File: config.mk
export PLATFORM = sky130hd
export DESIGN_NAME = seq_game_fsm
export DESIGN_NICKNAME = d
export VERILOG_FILES = /design/src/rtl/game_pkg.sv /design/src/rtl/onehot_decode.sv /design/src/rtl/seq_game_fsm.sv
export SDC_FILE = /design/constraint.sdc
export NUM_CORES = 1
export LEC_CHECK = 0
export ABC_AREA = 1
export CAP_MARGIN = 30
export CELL_PAD_IN_SITES_DETAIL_PLACEMENT = 0
export CELL_PAD_IN_SITES_GLOBAL_PLACEMENT = 1
export CORE_MARGIN = 2
export CORE_UTILIZATION = 35
export CTS_BUF_LIST = sky130_fd_sc_hd__clkbuf_4 sky130_fd_sc_hd__clkbuf_8
export CTS_CLUSTER_SIZE = 20
export DETAILED_ROUTE_END_ITERATION = 10
export PLACE_DENSITY_LB_ADDON = 0.1
export SYNTH_ARGS = -nofsm -noshare
export SYNTH_HDL_FRONTEND = slang
export SYNTH_SLANG_ARGS = --single-unit
File: constraint.sdc
create_clock -name clock -period 1.38 [get_ports clock]
set_input_delay 0.276 -clock clock [delete_from_list [all_inputs] [get_ports clock]]
set_output_delay 0.276 -clock clock [all_outputs]
set_load 0.01 [all_outputs]
File: src/rtl/game_pkg.sv
// rtl/game_pkg.sv - shared state type and target-sequence helper for the sequence game
package game_pkg;

    typedef enum logic [1:0] {
        PLAY = 2'd0,
        WIN  = 2'd1,
        LOSE = 2'd2
    } game_state_t;

    localparam int unsigned SEQ_MAX_W = 256;

    // Target sequences are zero-extended to SEQ_MAX_W bits so one helper serves every parameterisation.
    function automatic logic [31:0] seq_elem(input logic [SEQ_MAX_W-1:0] seq,
                                             input int unsigned k,
                                             input int unsigned idx_w);
        logic [31:0] mask;
        mask = (32'd1 << idx_w) - 32'd1;
        return 32'(seq >> (k * idx_w)) & mask;
    endfunction

endpackage

File: src/rtl/onehot_decode.sv
// rtl/onehot_decode.sv - classifies a move vector as none, one-hot (with index) or multi-hot
module onehot_decode #(
    parameter int N = 4
) (
    input  logic [N-1:0]         vec,
    output logic [$clog2(N)-1:0] idx,
    output logic                 valid,
    output logic                 multi
);

    always_comb begin
        idx = '0;
        for (int i = 0; i < N; i++) begin
            if (vec[i]) idx = ($clog2(N))'(i);
        end
        valid = ($countones(vec) == 1);
        multi = ($countones(vec) > 1);
    end

endmodule

File: src/rtl/seq_game_fsm.sv
// rtl/seq_game_fsm.sv - player must reproduce a hidden move sequence within a try budget
module seq_game_fsm
    import game_pkg::*;
#(
    parameter int                     N_MOVES   = 4,
    parameter int                     SEQ_LEN   = 4,
    parameter int                     IDX_W     = $clog2(N_MOVES),
    parameter logic [SEQ_LEN*IDX_W-1:0] SEQ     = 8'hE4,
    parameter int                     MAX_TRIES = 9,
    parameter int                     CW        = $clog2(SEQ_LEN + 1),
    parameter int                     TW        = $clog2(MAX_TRIES + 1)
) (
    input  logic               clock,
    input  logic               reset,
    input  logic [N_MOVES-1:0] hMove,
    output logic [CW-1:0]      cMove,
    output logic [TW-1:0]      triesLeft,
    output logic               win,
    output logic               lose,
    output logic               illegal
);

    localparam logic [SEQ_MAX_W-1:0] SEQ_EXT = SEQ_MAX_W'(SEQ);

    game_state_t      state_q, state_d;
    logic [CW-1:0]    cmove_q, cmove_d;
    logic [TW-1:0]    tries_q, tries_d;
    logic             illegal_q, illegal_d;
    logic [IDX_W-1:0] idx;
    logic             valid;
    logic             multi;

    onehot_decode #(.N(N_MOVES)) u_decode (
        .vec   (hMove),
        .idx   (idx),
        .valid (valid),
        .multi (multi)
    );

    always_ff @(posedge clock or posedge reset) begin
        if (reset) begin
            state_q   <= PLAY;
            cmove_q   <= '0;
            tries_q   <= TW'(MAX_TRIES);
            illegal_q <= 1'b0;
        end else begin
            state_q   <= state_d;
            cmove_q   <= cmove_d;
            tries_q   <= tries_d;
            illegal_q <= illegal_d;
        end
    end

    always_comb begin
        state_d   = state_q;
        cmove_d   = cmove_q;
        tries_d   = tries_q;
        illegal_d = 1'b0;
        if (state_q == PLAY) begin
            if (multi) begin
                illegal_d = 1'b1;
            end else if (valid) begin
                if (32'(idx) == seq_elem(SEQ_EXT, 32'(cmove_q), IDX_W)) begin
                    cmove_d = cmove_q + CW'(1);
                    if (cmove_q == CW'(SEQ_LEN - 1)) state_d = WIN;
                end else if (tries_q == TW'(1)) begin
                    // Last try spent: the restart-on-element-0 rule no longer applies.
                    state_d = LOSE;
                    tries_d = '0;
                    cmove_d = '0;
                end else begin
                    tries_d = tries_q - TW'(1);
                    cmove_d = (32'(idx) == seq_elem(SEQ_EXT, 0, IDX_W)) ? CW'(1) : '0;
                end
            end
        end
    end

    assign cMove     = cmove_q;
    assign triesLeft = tries_q;
    assign win       = (state_q == WIN);
    assign lose      = (state_q == LOSE);
    assign illegal   = illegal_q;

endmodule

==> results of run 1 <==
## registers in the layout (all words and copies together), names as in the netlist
signal and flops:
state_q 2, illegal 1, cMove 3, triesLeft 4
## placed cells by master, fill, tap and decap left out, types with 2 or more instances in the layout
| cell type | synthesis | layout |
|---|---|---|
| nand2_1 | 22 | 22 |
| buf_4 | 0 | 15 |
| nor2_1 | 9 | 8 |
| inv_1 | 9 | 8 |
| dfrtp_1 | 8 | 8 |
| dlygate4sd2_1 | 0 | 8 |
| nand3_1 | 6 | 5 |
| ha_1 | 8 | 5 |
| o21ai_1 | 5 | 4 |
| nand2_2 | 3 | 3 |
| ha_4 | 0 | 3 |
| clkbuf_4 | 0 | 3 |
| nand3b_1 | 2 | 2 |
| nand2_4 | 2 | 2 |
| nor2_2 | 1 | 2 |
| nand3_2 | 1 | 2 |
| buf_2 | 0 | 2 |
| buf_8 | 0 | 2 |
| dfstp_2 | 2 | 2 |
## path summary, 6_finish.rpt
check,slack [ns],cells after the start,end,startpoint
worst max-delay path,-0.27,11,triesLeft[1],hMove[3]
worst min-delay path,0.29,2,cMove[2],reset
worst max register to register,0.02,7,state_q[1],cMove[0]
worst min register to register,0.49,2,state_q[0],state_q[0]
max in group asynchronous,0.77,2,triesLeft[0],reset
min in group clock,0.49,2,state_q[0],state_q[0]
## what timing repair did
action / 4_1_cts / 5_1_grt
pin swaps: 12 / 6
endpoints found under the hold margin: 0 / 0
resized for setup: 38 / 7
endpoints found under the setup margin: 20 / 12
setup buffers: 6 / 0
## cell families after synthesis
| kind of cell | Yosys count |
|---|---|
| xor+xnor | 1 |
| simple gates | 48 |
| buf+inv | 12 |
| compound gates | 8 |
| flops | 10 |
| fa+ha+maj | 9 |
## power by group through the flow
| stage | Sequential [mW] | Combinational (mW) | Clock (mW) |
|---|---|---|---|
| global route | 0.293 | 0.143 | 0.218 |
| finish | 0.293 | 0.129 | 0.187 |
| global placement | 0.299 | 0.113 | 0 |
| floorplan | 0.299 | 0.0608 | 0 |
| detailed placement | 0.299 | 0.117 | 0 |
| CTS | 0.293 | 0.123 | 0.196 |
## cells in the mapped netlist
| cell type | n |
|---|---|
| nand2_1 | 22 |
| inv_1 | 9 |
| nor2_1 | 9 |
| dfrtp_1 | 8 |
| ha_1 | 8 |
| nand3_1 | 6 |
| o21ai_1 | 5 |
| inv_2 | 3 |
| nand2_2 | 3 |
| dfstp_2 | 2 |
| nand2_4 | 2 |
| nand3b_1 | 2 |
| a21oi_1 | 1 |
| fa_1 | 1 |
| nand3_2 | 1 |
| nand3_4 | 1 |
| nor2_2 | 1 |
| nor3_1 | 1 |
| o211ai_1 | 1 |
| o21ai_0 | 1 |
| xor2_1 | 1 |
## critical path, cell delays in order
cell and delay (ns):
buf_8 0.10, inv_6 0.05, ha_4 0.20, ha_4 0.15
fa_1 0.44, nor2_2 0.12, nand3_2 0.13, inv_4 0.11
nand2_4 0.08, nand2_1 0.06, o21ai_1 0.06
## layer usage
metal / track usage (%) / share of wire [%] / vias up / wire length, um
met2: 26.80 / 50 / 11 / 794
met3: 5.215 / 3.4 / 0 / 54
met5: 0 / 0 / - / 0
met1: 19.15 / 46 / 295 / 738
met4: 2.857 / 0 / 0 / 0
li1: - / - / 349 / -
## layout make-up
type,instances,share of cell area (%)
clock buffer,3,2.045
inverter,12,5.909
multi-input combinational,66,42.95
sequential,10,22.95
tap,27,3.068
timing repair buffer,30,23.07
## through the flow
step / total power, mW / setup WS, ns / area (um^2)
4_1_cts: 0.6118 / -0.3457 / 1086
3_3_place_gp: 0.4121 / -1.112 / 1025
2_1_floorplan: 0.3595 / -0.3969 / 765.7
5_1_grt: 0.6538 / -0.3078 / 1101
3_5_place_dp: 0.4153 / -1.200 / 1025
6_report: 0.6095 / -0.2696 / 1101
==> qor.yml, run 1 <==
outcome: "finished, violations left"
violations: "negative setup slack"
critPathArrivalTime_ns: 1.79
leakagePower_nw: 0.5691
synthSimpleGateAreaFrac_pct: 33.98
synth-seq-cells: 10
worstMarginPinSlew_ns: 0.3845
die-area_um2: 2407
ys.warnings.count: 0
multiInputGateArea_um2: 473.0
synthMuxAreaShare_pct: 0
grt_pass1_vias: 679
switching_power_uw: 147.2
grt_max_degree: 11
vias: 655
finalCriticalPeriod_ns: 1.650
synth_largest_area_cell: "dfrtp_1"
synth-xor-area-share_pct: 1.232
antenna_found_initial: 0
cp_max_fo: 8
place_hpwl_mm: 1.297
ys_types: 21
setup_viol: 9
cts_sinks: 10
synthToLayoutAreaGrowth_pct: 54.93
seqPwrFrac_pct: 48.1
grt_use_total_pct: 15.66
netlist_instances: 88
critPathKind: "input pin to flip-flop"
syn_area_um2: 710.7
max_slew_margin_pct: 74.34
n_antenna_cell: 0
clockRootBuffer: "clkbuf_4"
core_um2: 1942
grt_pass1_wl_mm: 2.898
drc_errors: 0
fin_util_pct: 56.70
synth_compound_area_share_pct: 5.986
hold_ws_ns: 0.2948
synth_top_family_by_area: "simple AND/OR/NAND/NOR gates"
clkTransAtPathRegs_ns: 0.06
hold_path.class: "input pin to async pin"
p_sw_share_pct: 24.16
h-tree-depth: 1
cts_made_buffers: 3
clk-insertion-delay-late_ns: 0.25
final.setup.tns_ns: -2.060
worstPathRequired_ns: 1.52
firstDrtPassIters: 3
ys_top_cells_by_area: "dfrtp_1, ha_1, nand2_1, dfstp_2, inv_1"
place.gp.congestion: 0.7895
comb_power_share_pct: 21.1
synth.top_cell.area_share_pct: 28.17
synth.avg_cell_area_um2: 8.076
layout-drive-gt1-share_pct: 36.36
viasPerCell: 4.426
drt_iter0_drc: 8
ys_seq_area_share_pct: 35.56
finClkSkew_ns: 0.002323
post-place-cells: 140
io_pins: 16
fin_crit_sh_pct: 119.5
nets: 138
slew_viol_final: 0
max_freq_mhz: 606.2
drtAntennaViolNets: 0
cts.hold.buffers_added: 0
hold_violations: 0
rsz0062_at_grt: "yes"
endpoint_kind: "flip-flop"
vdd_drop_max_uv: 458.4
cts_tree: "built"
die_h_um: 49.06
synthAdderAreaFrac_pct: 16.90
worst_slack_ns: -0.2696
initial_core_util_pct: 36.60
portBuffers: 15
regArea_um2: 252.7
synth_nets: 103
routedWlPerCell_um: 10.73
dieWidth_um: 49.06
max-cap-violations: 0
grt.overflow.total: 0
clk_path_buf_depth: 2
powerDensity_nw_per_um2: 553.6
rows: 16
start_kind: "input pin"
fin_cells: 148
fill_cells: 204
internal-power_uw: 462.3
totalWireLength_mm: 1.588
clockPowerShare_pct: 30.7
(Power assumes the default switching activity.)
==> inputs of run 2 (changes only) <==
--- a/config.mk
+++ b/config.mk
@@ -10,7 +10,7 @@
 export CELL_PAD_IN_SITES_DETAIL_PLACEMENT = 0
 export CELL_PAD_IN_SITES_GLOBAL_PLACEMENT = 1
 export CORE_MARGIN = 2
-export CORE_UTILIZATION = 35
+export CORE_UTILIZATION = 37
 export CTS_BUF_LIST = sky130_fd_sc_hd__clkbuf_4 sky130_fd_sc_hd__clkbuf_8
 export CTS_CLUSTER_SIZE = 20
 export DETAILED_ROUTE_END_ITERATION = 10
==> qor.yml, run 2 (synthesis results as in run 1) <==
slew_viol_final: 0  # unchanged
start_kind: "input pin"
worst_slack_ns: -0.2804  # -0.01077 ns
core_um2: 1764  # -9.1%
place_hpwl_mm: 1.217  # -6.2%
finalCriticalPeriod_ns: 1.660  # +0.01077 ns
final_common_cell: "nand2_1"
finClkSkew_ns: 0.005820  # +0.003497 ns
grt_pass1_wl_mm: 2.691  # -7.1%
max_slew_margin_pct: 75.20  # +0.86 points
place.gp.congestion: 0.8761  # +11%
max-cap-violations: 0  # unchanged
critPathArrivalTime_ns: 1.81  # +0.02 ns
synthToLayoutAreaGrowth_pct: 67.43
firstDrtPassIters: 4  # +1
grtUsageMet3_pct: 8.302  # +3.1 points
viasPerCell: 4.711  # +6.5%
initial_core_util_pct: 40.28  # +3.7 points
worstMarginPinSlew_ns: 0.3716  # -0.01286 ns
setup_viol: 10  # +1
rrSetupSlack_ns: -0.06  # -0.08 ns
drc_errors: 0  # unchanged
grt_use_total_pct: 17.25  # +1.6 points
rr_startpoint: "cMove[0]"
cp_max_fo: 6  # -2
n_antenna_cell: 0  # unchanged
cts_tree: "built"
totalWireLength_mm: 1.676  # +5.5%
dieWidth_um: 47.83  # -2.5%
grt_max_degree: 11  # unchanged
hold_path.class: "input pin to async pin"
die_h_um: 47.83  # -2.5%
r2r_end: "state_q[1]"
grtUsageMet1_pct: 22.43  # +3.3 points
leakagePower_nw: 0.5948  # +4.5%
max_freq_mhz: 602.3  # -0.65%
io_pins: 16  # unchanged
portBuffers: 15  # unchanged
clk-insertion-delay-late_ns: 0.26  # about the same
largest_register_ff_count: 4  # unchanged
routedWlPerCell_um: 11.25  # +4.8%
clk_path_buf_depth: 2  # unchanged
drtAntennaViolNets: 0  # unchanged
endpoint_kind: "flip-flop"
top_usage_layer: "met2"
clockRootBuffer: "clkbuf_4"
worstRegToRegCells: 7  # unchanged
layout-drive-gt1-share_pct: 43.55  # +7.2 points
h-tree-depth: 1  # unchanged
cts_made_buffers: 3  # unchanged
cts_sinks: 10  # unchanged
hold_violations: 0  # unchanged
rows: 15  # -1
die-area_um2: 2287  # -5.0%
fill_cells: 159  # -22%
clkTransAtPathRegs_ns: 0.07  # about the same
mostFrequentLayoutCells: "nand2_1, buf_4, inv_1, dfrtp_1, dlygate4sd2_1"
grt.overflow.total: 0  # unchanged
drt_iter0_drc: 11  # +3
antenna_found_initial: 0  # unchanged
cts.hold.buffers_added: 0  # unchanged
vdd_drop_max_uv: 522.2  # +14%
vias: 702  # +7.2%
rsz0062_at_grt: "yes"
worstPathRequired_ns: 1.53  # about the same
violations: "negative setup slack"
critPathKind: "input pin to flip-flop"
nets: 140  # +1.4%
grt_pass1_vias: 615  # -9.4%
power_uw: 713.2  # +17%
grtUsageMet2_pct: 27.20  # +0.40 points
place_ws_ns: -1.174  # +0.02613 ns
fin_crit_sh_pct: 120.3  # +0.78 points
powerDensity_nw_per_um2: 599.4  # +8.3%
outcome: "finished, violations left"
## run 2: cell types whose count changed in the layout (fill, tap and decap cells not counted), sizes merged
cell,previous run,this run
buf,20,22
clkbuf,3,4
## run 2: area by class of cell
type / instances / area (um^2) / share of cell area (%)
multi-input cells: 66 / 520.5 / 43.74
repair buffers: 32 / 281.5 / 23.66
flip-flops and latches: 10 / 252.7 / 21.24
inverters: 12 / 67.56 / 5.678
clock buffers: 4 / 36.28 / 3.049
well taps: 25 / 31.28 / 2.629
## run 2: worst max path at each step
stage	cells past startpoint	slack [ns]	startpoint	endpoint
after floorplan	10	-0.40	hMove[2]	triesLeft[2]
after global placement	10	-1.11	hMove[2]	triesLeft[0]
after detailed placement	11	-1.17	hMove[2]	triesLeft[1]
after CTS	11	-0.28	hMove[3]	triesLeft[1]
after global routing	11	-0.34	hMove[3]	triesLeft[3]
final	10	-0.28	hMove[3]	state_q[1]
## run 2: power by group
group          total (mW)  switching, mW  internal [mW]
clock network       0.258         0.0978          0.160
logic               0.162         0.0743         0.0877
registers           0.293              0          0.293
## run 2: critical path: stages
cell and delay, ns:
buf_8 0.10, inv_6 0.05, ha_4 0.20, ha_4 0.15, fa_1 0.52, nor2_4 0.05, nand3_4 0.12, inv_6 0.06
o211ai_1 0.21, nand2_1 0.07
## run 2: metal layers
metal	vias to the layer above	share of wire, %
met5	-	0
met4	0	0.36
met3	2	6.3
met2	16	49
met1	328	44
li1	356	-
## run 2: metrics by stage
stage               TNS [ns]  instance area (um^2)  cells  hold slack (ns)  util (%)
floorplan             -3.058                 765.7     88           0.1147         -
global placement      -10.56                  1030    139           0.4905     58.37
detailed placement    -11.01                  1030    139           0.4797     58.37
CTS                   -2.285                  1106    147           0.2930     62.70
global route          -2.912                  1190    149           0.3531     67.45
finish                -2.263                  1190    149           0.2810     67.45
## run 2: repair_timing
| item | in CTS | in global routing |
|---|---|---|
| setup endpoints to repair | 20 | 11 |
| pin swaps | 8 | 7 |
| setup buffers | 4 | 3 |
| cloned | 0 | 0 |
| gates resized for setup | 43 | 17 |
